### src/rtl/qmca_evt_buffer.sv
// qmca_evt_buffer: pre-trigger ring, event window capture and valid/ready readout.
// Optional header word per event when QMCA_EVT_HEADER_EN is defined.
module qmca_evt_buffer #(
    parameter int DATA_WIDTH = 14,
    parameter int PRE_DEPTH  = 16,
    parameter int EVT_LEN    = 64
) (
    input  logic                  clk,
    input  logic                  rst,
    input  logic [DATA_WIDTH-1:0] adc_data,
    input  logic                  adc_valid,
    input  logic                  sm_collect,
    input  logic                  sm_data,
    input  logic [1:0]            sm_channel,
    output logic                  buf_full,
    output logic                  evt_full,
    output logic                  evt_empty,
    output logic                  pre_short,
    output logic [DATA_WIDTH+1:0] out_data,
    output logic                  out_hdr,
    output logic                  out_valid,
    input  logic                  out_ready
);
    localparam int AW = $clog2(EVT_LEN);
    localparam int FW = $clog2(PRE_DEPTH + 1);
    localparam int IW = AW + 2;
`ifdef QMCA_EVT_HEADER_EN
    localparam int HDR = 1;
`else
    localparam int HDR = 0;
`endif

    logic [DATA_WIDTH-1:0] mem [EVT_LEN];
    logic [DATA_WIDTH-1:0] ram_q;
    logic [AW-1:0]         wr_ptr, start_ptr, rd_ptr;
    logic [FW-1:0]         fill_cnt;
    logic [AW:0]           word_cnt, cnt_base;
    logic [IW-1:0]         iss_idx, xfer_idx, total;
    logic [1:0]            channel;
    logic [DATA_WIDTH+1:0] sk_data, hdr_word, q_word;
    logic cap_d, pre_mode, cap_mode, rd_mode, cap_first, pre_we, cap_we, we;
    logic issue, pop, push, done, q_vld, q_hdr, sk_vld, sk_hdr;

`ifdef QMCA_EVT_HEADER_EN
    logic [15:0] evt_cnt;
    // event counter advances as each event finishes draining
    always_ff @(posedge clk or negedge rst)
        if (!rst) evt_cnt <= '0;
        else if (done) evt_cnt <= evt_cnt + 1'b1;
    assign hdr_word = {channel, evt_cnt[DATA_WIDTH-1:0]};
`else
    assign hdr_word = '0;
`endif

    // mode decode, write enables, readout issue and handshake control
    always_comb begin
        rd_mode   = sm_data;
        cap_mode  = sm_collect & ~sm_data;
        pre_mode  = ~sm_collect & ~sm_data;
        cap_first = cap_mode & ~cap_d & evt_empty;
        cnt_base  = cap_first ? (AW+1)'(fill_cnt) : word_cnt;
        pre_we    = pre_mode & adc_valid & evt_empty;
        cap_we    = cap_mode & adc_valid & evt_empty & (cnt_base != (AW+1)'(EVT_LEN));
        we        = pre_we | cap_we;
        total     = IW'(word_cnt) + IW'(HDR);
        rd_ptr    = start_ptr + AW'(iss_idx) - AW'(HDR);
        pop       = out_valid & out_ready;
        push      = q_vld & rd_mode;
        issue     = rd_mode & ~evt_empty & (iss_idx < total) &
                    (2'(out_valid) + 2'(sk_vld) + 2'(q_vld) < 2'(pop) + 2'd2);
        done      = pop & (xfer_idx == total - 1'b1);
        q_word    = q_hdr ? hdr_word : {channel, ram_q};
    end

    // sample RAM: one synchronous write port, one synchronous read port
    always_ff @(posedge clk) begin
        if (we) mem[wr_ptr] <= adc_data;
        if (issue) ram_q <= mem[rd_ptr];
    end

    // pre-trigger fill, window capture and event status flags
    always_ff @(posedge clk or negedge rst) begin
        if (!rst) begin
            cap_d     <= 1'b0;
            wr_ptr    <= '0;
            fill_cnt  <= '0;
            word_cnt  <= '0;
            start_ptr <= '0;
            channel   <= '0;
            buf_full  <= 1'b0;
            evt_full  <= 1'b0;
            evt_empty <= 1'b1;
            pre_short <= 1'b0;
        end else begin
            cap_d <= cap_mode;
            if (we) wr_ptr <= wr_ptr + 1'b1;
            if (pre_we && fill_cnt != FW'(PRE_DEPTH)) fill_cnt <= fill_cnt + 1'b1;
            if (pre_we && fill_cnt == FW'(PRE_DEPTH - 1)) buf_full <= 1'b1;
            if (cap_first) begin
                start_ptr <= wr_ptr - AW'(fill_cnt);
                channel   <= sm_channel;
                pre_short <= fill_cnt < FW'(PRE_DEPTH);
            end
            if (cap_first || cap_we) word_cnt <= cnt_base + (AW+1)'(cap_we);
            if (cap_we && cnt_base == (AW+1)'(EVT_LEN - 1)) begin
                evt_full  <= 1'b1;
                evt_empty <= 1'b0;
            end
            if (rd_mode) evt_full <= 1'b0;
            if (done) begin
                evt_empty <= 1'b1;
                fill_cnt  <= '0;
                buf_full  <= 1'b0;
                pre_short <= 1'b0;
            end
        end
    end

    // read positions; issue position rewinds to just past the presented word when readout pauses
    always_ff @(posedge clk or negedge rst) begin
        if (!rst) begin
            iss_idx  <= '0;
            xfer_idx <= '0;
        end else if (cap_first || done) begin
            iss_idx  <= '0;
            xfer_idx <= '0;
        end else begin
            if (pop) xfer_idx <= xfer_idx + 1'b1;
            iss_idx <= rd_mode ? iss_idx + IW'(issue) : xfer_idx + IW'(out_valid);
        end
    end

    // output register plus one-entry prefetch keeps full throughput under backpressure
    always_ff @(posedge clk or negedge rst) begin
        if (!rst) begin
            q_vld     <= 1'b0;
            q_hdr     <= 1'b0;
            sk_vld    <= 1'b0;
            sk_hdr    <= 1'b0;
            sk_data   <= '0;
            out_valid <= 1'b0;
            out_hdr   <= 1'b0;
            out_data  <= '0;
        end else begin
            q_vld <= issue;
            q_hdr <= issue & (HDR != 0) & (iss_idx == '0);
            if (pop) begin
                if (sk_vld && rd_mode) begin
                    out_data <= sk_data;
                    out_hdr  <= sk_hdr;
                end else if (push) begin
                    out_data <= q_word;
                    out_hdr  <= q_hdr;
                end else begin
                    out_valid <= 1'b0;
                end
            end else if (push && !out_valid) begin
                out_data  <= q_word;
                out_hdr   <= q_hdr;
                out_valid <= 1'b1;
            end
            if (!rd_mode) begin
                sk_vld <= 1'b0;
            end else if (push && (pop ? sk_vld : out_valid)) begin
                sk_data <= q_word;
                sk_hdr  <= q_hdr;
                sk_vld  <= 1'b1;
            end else if (pop) begin
                sk_vld <= 1'b0;
            end
        end
    end
endmodule

### config.mk
export PLATFORM = sky130hd
export DESIGN_NAME = qmca_evt_buffer
export DESIGN_NICKNAME = d
export VERILOG_FILES = /design/src/rtl/qmca_evt_buffer.sv
export SDC_FILE = /design/constraint.sdc
export NUM_CORES = 1
export LEC_CHECK = 0
export CORE_AREA = 5 5 320 322
export DETAILED_ROUTE_END_ITERATION = 7
export DIE_AREA = 0 0 325 327
export HOLD_SLACK_MARGIN = 0.12
export SLEW_MARGIN = 20
export SYNTH_ARGS = -nofsm -noshare
export SYNTH_HDL_FRONTEND = slang
export SYNTH_SLANG_ARGS = --single-unit
### constraint.sdc
create_clock -name clk -period 4.3 [get_ports clk]
set_input_delay 0.43 -clock clk [delete_from_list [all_inputs] [get_ports clk]]
set_output_delay 0.43 -clock clk [all_outputs]
set_load 0.005 [all_outputs]
## Word-level counts from Yosys, hierarchy flattened

Memory sizes are Yosys's and may differ from the RTL's. A register that Yosys moved wholly into a read port is not among the register bits.
Cells that the tools add are included.

- Add/subtract/negate cells: 12
- $mul: 0
- Divide/modulo/power cells: 0
- Magnitude comparators: 3
- Equal/unequal tests: 9
- Shift operators: 0
- Muxes and demuxes: 33
- Bitwise gates (word level): 20
- Reductions and logical operators: 19

Operator list:

| kind | count |
|---|---|
| $mux W16 | 4 |
| $mux W8 | 4 |
| $mux W1 | 22 |
| $add A8 B1 Y8 | 2 |
| $and A1 B1 Y1 | 15 |
| $reduce_bool A2 Y1 | 7 |
| $mux W5 | 2 |
| $add A8 B1 Y8 const B | 1 |
| $eq A8 B8 Y1 | 1 |
| $lt A8 B7 Y1 | 1 |
| $sub A7 B1 Y8 const B | 1 |
| $add A7 B1 Y7 | 1 |
| $eq A7 B6 Y1 const B | 1 |
| $mux W7 | 1 |
| $ne A7 B7 Y1 const B | 1 |
| $add A6 B1 Y6 const B | 1 |
| $add A6 B6 Y6 | 1 |
| $logic_and A1 B1 Y1 | 6 |
| $ne A3 B1 Y1 const B | 2 |
| $sub A6 B5 Y6 | 1 |
| $add A5 B1 Y5 const B | 1 |
| $eq A5 B4 Y1 const B | 1 |
| $lt A5 B5 Y1 const B | 1 |
| $ne A5 B5 Y1 const B | 1 |
| other kinds (11) | 17 |

- Bits in registers: 83
- Bits in latches: 0
- Bits in writable memories: 896
- ROM bits: 0
- Input port bits: 22
- Word-level logic and storage cells: 115
- Memories: 1

Memories:

| name | words | bits a word | read ports | clocked after Yosys merged registers in | write ports | RTL line | source |
|---|---|---|---|---|---|---|---|
| mem | 64 | 14 | 1 | 1 | 1 | 33 | `logic [DATA_WIDTH-1:0] mem [EVT_LEN];` |

## Logic depth before layout (Yosys ltp)

Gate-level depths: netlist of run 1.

- Word-level depth: 10
- Mapped depth: 13

## Worst setup path after synthesis of run 1

Ideal clock, no wire load.

- Path type: register -> register
- From: register iss_idx[1]
- To: register iss_idx[6]
- Setup time: 94 ps
- Arrival time: 3333 ps
- Setup slack: 873 ps
- Stages on the path, launching flop included: 13
- Period minus slack after synthesis: 3427 ps
- Cell sequence: dfrtp_1 > ha_1 > a21o_1 > a21o_1 > a21o_1 > a21o_1 > a31oi_1 > ha_1 > ha_1 > and3_1 > nand3_1 > xor2_1 > a211oi_1

- Longest elaborated chain between the ends: 6

RTL lines:

| element | RTL line | source |
|---|---|---|
| start, declared | 38 | `logic [IW-1:0] iss_idx, xfer_idx, total;` |
| start signal, assigned | 129 | `iss_idx <= rd_mode ? iss_idx + IW'(issue) : xfer_idx + IW'(out_valid);` |
| $lt A8 B7 Y1 | 69 | `issue = rd_mode & ~evt_empty & (iss_idx < total) &` |
| $and A1 B1 Y1 (2 in series) | 69 |  |
| via issue | 42 | `logic issue, pop, push, done, q_vld, q_hdr, sk_vld, sk_hdr;` |
| $add A8 B1 Y8 | 129 |  |
| $mux W8 | 129 |  |
| $mux W8 | 124 | `end else if (cap_first \|\| done) begin` |

The timed path passes the listed nets, and every way through them passes these cells.
A chain may end at the register's enable or synchronous reset.

## Worst setup path in the final report of run 1

- From: register iss_idx[0]
- To: register ram_q[13] (read register of mem), data pin

- Longest elaborated chain between the ends: 3
- Elaborated cells on any way between the ends: 4

RTL lines:

| element | RTL line | source |
|---|---|---|
| $lt A8 B7 Y1 | 69 |  |
| $and A1 B1 Y1 (2 in series) | 69 |  |
| end, declared | 34 | `logic [DATA_WIDTH-1:0] ram_q;` |

Parallel ways exist; a longest one is shown, timed or not.

==> results of run 1 <==
kinds of logic (layout without fill, tap and decap cells):
logic type | Yosys count | count (layout)
xor+xnor | 50 | 50
fa+ha+maj | 30 | 30
flops | 992 | 992
other cells | 1 | 2
buf+inv | 118 | 376
compound gates | 74 | 74
mux | 361 | 361
simple gates | 219 | 219
area by class of cell:
cell class / count / area (µm²)
inverters: 22 / 82.6
well taps: 1298 / 1620
multi-input cells: 735 / 9540
repair buffers: 178 / 1550
clock buffers: 122 / 2600
flip-flops and latches: 992 / 29400
fillers: 8282 / 54000
clock inverters: 54 / 529
diodes: 1 / 2.50
critical path: stages, from the launching register on:
cell,delay (ns)
dfrtp_1,0.43
ha_4,0.18
fa_4,0.82
buf_12,0.31
buf_4,0.37
mux4_2,0.36
mux4_2,0.52
mux2i_1,0.39
mux2i_1,0.13
repair_timing:
action	CTS	global route
endpoints found under the hold margin	81	0
buffers inserted	0	0
resized for setup	0	0
hold buffers	1	0
registers in the layout (all words and copies together) (netlist names), 2 cells and up:
name / cells
word_cnt: 7
ram_q: 14
wr_ptr: 6
start_ptr: 6
mem: 896
xfer_idx: 8
iss_idx: 8
channel: 2
out_data: 16
fill_cnt: 5
sk_data: 16
power breakdown:
part           internal [mW]  leakage (nW)  switching (mW)
combinational           3.08          4.17            2.97
clock                   4.82          1.54            3.55
sequential              10.7          9.23           0.185
total                   18.6          14.9            6.71
worst paths after layout:
kind / start / endpoint / slack, ns / depth (start not counted)
max reg2reg: iss_idx[0] / ram_q[13] / 0.44 / 8
max in group asynchronous: rst / sk_data[6] / 3.34 / 2
min in group asynchronous: rst / fill_cnt[2] / 0.41 / 2
max: iss_idx[0] / ram_q[13] / 0.44 / 8
min: adc_data[4] / mem[4][4] / 0.33 / 1
min reg2reg: out_data[13] / out_data[13] / 0.48 / 2
metal layers:
metal / share of wire [%] / global-route usage [%] / up-vias
li1: - / - / 7942
met2: 48 / 28.2 / 708
met5: 0 / 0 / -
met4: 2.3 / 4.49 / 0
met3: 8.1 / 4.01 / 128
met1: 42 / 24.2 / 10114
layout by cell type, fill, tap and decap left out, types with 26 or more instances in the layout:
master           netlist  final
mux4_2               271    271
buf_4                  8    127
dfrtp_1               81     81
ha_1                  27     26
nor2_1               110    110
o21ai_0               26     26
clkdlybuf4s50_1        0     27
clkbuf_16              0     98
nand2_1               53     53
mux2i_1               64     64
edfxtp_1             910    910
xnor2_1               30     27
==> impl_metrics.py, run 1 <==
metrics = {
    "logic_synthesis": {
        "synth_area_um2": 39400,
        "synthXorXnorAreaFrac_pct": 1.13,
        "async_reset_ff_share_pct": 8.27,
        "synth_warnings": 0,
        "synth_edf_count": 910,
        "ys.flop_type": "edfxtp_1",
        "ys_ff_latch": 992,
        "synth_area_leader_cell": "edfxtp_1",
        "synth_compound_area_share_pct": 1.19,
        "synth.distinct_cells": 57,
        "synthDominantCellAreaShare_pct": 69.4,
        "syn_inst": 1845,
        "avgSynthCellArea_um2": 21.3,
        "synthAdderAreaFrac_pct": 1.01,
        "synthTopCellsByArea": "edfxtp_1 (69%), mux4_2 (15%), dfrtp_1 (5.1%)",
        "synth_nets": 1897,
        "synthMuxAreaShare_pct": 18.2,
        "ys_seq_area_share_pct": 74.6,
        "synthSimpleGateAreaFrac_pct": 2.49,
        "synth_top_family_by_area": "multiplexers",
        "yosysMostFrequentCell": "edfxtp_1",
        "synth.top_cells.by_count": "edfxtp_1 (910), mux4_2 (271), nor2_1 (110), dfrtp_1 (81), mux2i_1 (64)",
    },
    "sta": {
        "hold_viol_final": 0,
        "fin_tns_setup_ns": 0,
        "fmax_ghz": 0.259,
        "slew_headroom_pct": 32.0,
        "rsz0062_at_grt": "false",
        "period_share_pct": 89.9,
        "worstMarginPinSlew_ns": 1.02,
        "worst_slack_ns": 0.435,
        "final_max_slew_viol_count": 0,
        "setup_viol": 0,
        "period_needed_ns": 3.86,
        "hold_slack_ns": 0.328,
        "clock_skew_ns": 0.0271,
    },
    "finish": {
        "fin_nets": 2077,
        "drive_above_1_share_pct": 28.1,
        "final_area_um2": 45300,
        "synthToLayoutAreaGrowth_pct": 15.0,
        "utilization_pct": 45.6,
        "instances_no_fill": 3402,
    },
    "clock_network": {
        "root_buffer": "clkbuf_16",
        "clk-insertion-delay-late_ns": 0.67,
        "cts.sinks": 992,
        "cts_tree": "built",
        "cts_htree_levels": 3,
        "cts.clk_slew.worst_paths_ns": 0.06,
        "cts_max_path_buffers": 3,
        "cts-buffers-inserted": 96,
    },
    "routing": {
        "drt_iter0_markers": 1945,
        "detail_route.wirelength_um": 93300,
        "dr_total_vias": 18892,
        "routedWlPerCell_um": 27.4,
        "first_pass_iters": 5,
        "viasPerCell": 5.55,
        "drc": 0,
        "ant_nets": 0,
    },
    "global_route": {
        "antenna_found_initial": 2,
        "grt_pass1_wl_um": 136000,
        "grt_pass1_vias": 19417,
        "grt_overflow": 0,
        "grt_use_total_pct": 17.4,
        "grt_start_max_net_pins": 83,
    },
    "worst_setup_path": {
        "crit_type": "flop to flop",
        "path_max_fanout": 50,
        "worstPathRequired_ns": 4.68,
        "cp.arrival_ns": 4.25,
        "start_kind": "flop",
        "crit_path_end_kind": "flop",
    },
    "floorplan": {
        "rows": 116,
        "design.core.area_um2": 99300,
        "start_util_pct": 39.7,
        "die_x_um": 325,
        "die_h_um": 327,
        "pin_count": 44,
        "die_area_um2": 106000,
    },
    "place": {
        "placed_cells": 3224,
        "place.port_buffers": 42,
        "gp_congestion": 0.796,
        "place_ws_ns": 0.433,
        "hpwl_um": 55100,
        "placed_area_um2": 42200,
    },
    "power_and_ir_drop": {
        "ir_worst_vdd_mv": 0.401,
        "finalPower_mw": 25.3,
        "power.density_nw_per_um2": 559,
        "p_leak_nw": 14.9,
    },
    "run_status": {
        "status": "complete, no violations",
    },
    "run": {
        "max_cap_violations": 0,
    },
    "hold_path": {
        "min_path_type": "input pin to flop",
    },
}
Note: power is estimated with default switching activity, not from simulation.
==> inputs of run 2 (changes only) <==
- CORE_AREA: 5 5 320 322 -> 2 2 317 319
- DIE_AREA: 0 0 325 327 -> 0 0 319 321
==> run 2 against run 1 <==
Against the previous run:
- clock power fell by 4.3%
- sequential power barely moved
- wire length fell by 0.53%
- critical path depth fell by 1
- via count rose by 0.58%
- critical path type unchanged
- critical endpoint is now ram_q[10]
- highest routed layer unchanged
==> impl_metrics.py, run 2 (synthesized netlist as in run 1, its figures left out) <==
metrics = {
    "sta": {
        "period_share_pct": 88.5,
        "rsz0062_at_grt": "false",
        "hold_viol_final": 0,
        "worstMarginPinSlew_ns": 1.02,
        "clock_skew_ns": 0.0300,
        "hold_slack_ns": 0.306,
        "final_max_slew_viol_count": 0,
        "slew_headroom_pct": 32.0,
        "setup_viol": 0,
        "period_needed_ns": 3.80,
        "fmax_ghz": 0.263,
        "fin_tns_setup_ns": 0,
        "worst_slack_ns": 0.497,
    },
    "run_status": {
        "status": "complete, no violations",
    },
    "worst_setup_path": {
        "worstPathRequired_ns": 4.67,
        "slowest_delay_ns": 0.96,
        "cp.arrival_ns": 4.17,
        "slowest_stage": "fa_4",
        "path_delay_family": "multiplexers",
        "path_depth": 7,
        "r2r_cells": 7,
        "crit_path_end_kind": "flop",
        "crit_chain": "ha_4 > fa_4 > buf_12 > mux4_2 > mux4_2 > mux2i_1 > mux2i_1",
        "crit_buf_inv": 1,
        "path_max_fanout": 55,
        "crit_type": "flop to flop",
        "start_kind": "flop",
    },
    "place": {
        "place_ws_ns": 0.509,
        "placed_cells": 3215,
        "hpwl_um": 56100,
        "place.port_buffers": 42,
        "placed_area_um2": 42100,
        "gp_congestion": 0.783,
    },
    "floorplan": {
        "start_util_pct": 39.7,
        "pin_count": 44,
        "die_x_um": 319,
        "design.core.area_um2": 99300,
        "die_h_um": 321,
        "die_area_um2": 102000,
        "rows": 116,
    },
    "finish": {
        "seqCellArea_um2": 29400,
        "synthToLayoutAreaGrowth_pct": 14.5,
        "mostFrequentLayoutCells": "edfxtp_1 (910), mux4_2 (271), buf_4 (119)",
        "final_area_um2": 45100,
        "instances_no_fill": 3388,
        "fin_nets": 2071,
        "reg_top3": "mem (896), out_data (16), sk_data (16)",
        "multi_input_area_um2": 9550,
        "fillCellCount": 8308,
        "mostFrequentLayoutCell": "edfxtp_1",
        "drive_above_1_share_pct": 27.3,
        "largest_register_ffs": 896,
        "regMostFlops": "mem",
    },
    "global_route": {
        "grt_start_max_net_pins": 83,
        "grt_pass1_vias": 19679,
        "grt_overflow": 0,
        "grt_use_total_pct": 18.4,
        "antenna_found_initial": 1,
        "grt_pass1_wl_um": 136000,
    },
    "routing": {
        "detail_route.wirelength_um": 92800,
        "drc": 0,
        "dr_total_vias": 19002,
        "drt_iter0_markers": 1712,
        "ant_nets": 0,
        "first_pass_iters": 5,
        "viasPerCell": 5.61,
        "routedWlPerCell_um": 27.4,
    },
    "hold_path": {
        "min_path_type": "input pin to flop",
        "holdPathStages": 3,
    },
    "run": {
        "max_cap_violations": 0,
    },
    "clock_network": {
        "cts_resized": 0,
        "cts_max_path_buffers": 3,
        "cts_htree_levels": 3,
        "cts-buffers-inserted": 99,
        "cts.sinks": 992,
        "clk-insertion-delay-late_ns": 0.67,
        "cts.clk_slew.worst_paths_ns": 0.06,
        "cts_setup_buffers": 0,
        "hold_buffers": 1,
        "cts_tree": "built",
        "root_buffer": "clkbuf_16",
    },
    "power_and_ir_drop": {
        "ir_worst_vdd_mv": 0.330,
        "power.density_nw_per_um2": 552,
        "p_leak_nw": 14.8,
    },
}
## run 2: cell count changes in the layout (fill, tap and decap cells not counted), sizes merged
cell      previous run  this run
inv                 27        25
clkbuf             122       128
clkinvlp             2         0
clkinv              38        35
buf                150       141
bufinv               9         5
## run 2: area by class of cell
class	instances	area share [%]
Antenna cell	1	0.00555
Clock buffer	128	5.78
Clock inverter	43	0.741
Inverter	22	0.183
Multi-Input combinational cell	735	21.2
Sequential cell	992	65.2
Tap cell	1298	3.60
Timing Repair Buffer	169	3.33
## run 2: tightest hold or removal path, delay by kind of cell
kind                   cells  cell delay (ns)
AND/OR/NAND/NOR            2             0.09
buffers and inverters      1             0.40
## run 2: stage by stage
step                util, %  power (mW)
floorplan                 -        15.2
global placement       42.4        17.2
detailed placement     42.4        17.2
CTS                    45.4        25.2
global route           45.4        25.9
finish                 45.4        24.9
## run 2: layer usage
metal	track usage [%]	share of wire, %
met5	0	0
met4	4.85	2.3
met3	4.33	7.6
met2	29.6	48
met1	25.3	42
## run 2: path summary, 6_finish.rpt
kind / from / to / slack [ns]
min in group asynchronous: rst / xfer_idx[3] / 0.39
max in group asynchronous: rst / sk_data[8] / 3.41
worst max-delay path: iss_idx[0] / ram_q[10] / 0.50
worst min register to register: out_data[2] / out_data[2] / 0.49
worst min-delay path: sm_channel[0] / channel[0] / 0.31
worst max register to register: iss_idx[0] / ram_q[10] / 0.50
## run 2: power by group
part / leakage [nW] / internal [mW] / switching [mW] / total (mW)
clock network: 1.45 / 4.54 / 3.47 / 8.01
logic: 4.14 / 3.09 / 2.89 / 5.98
registers: 9.23 / 10.7 / 0.188 / 10.9
total: 14.8 / 18.4 / 6.54 / 24.9
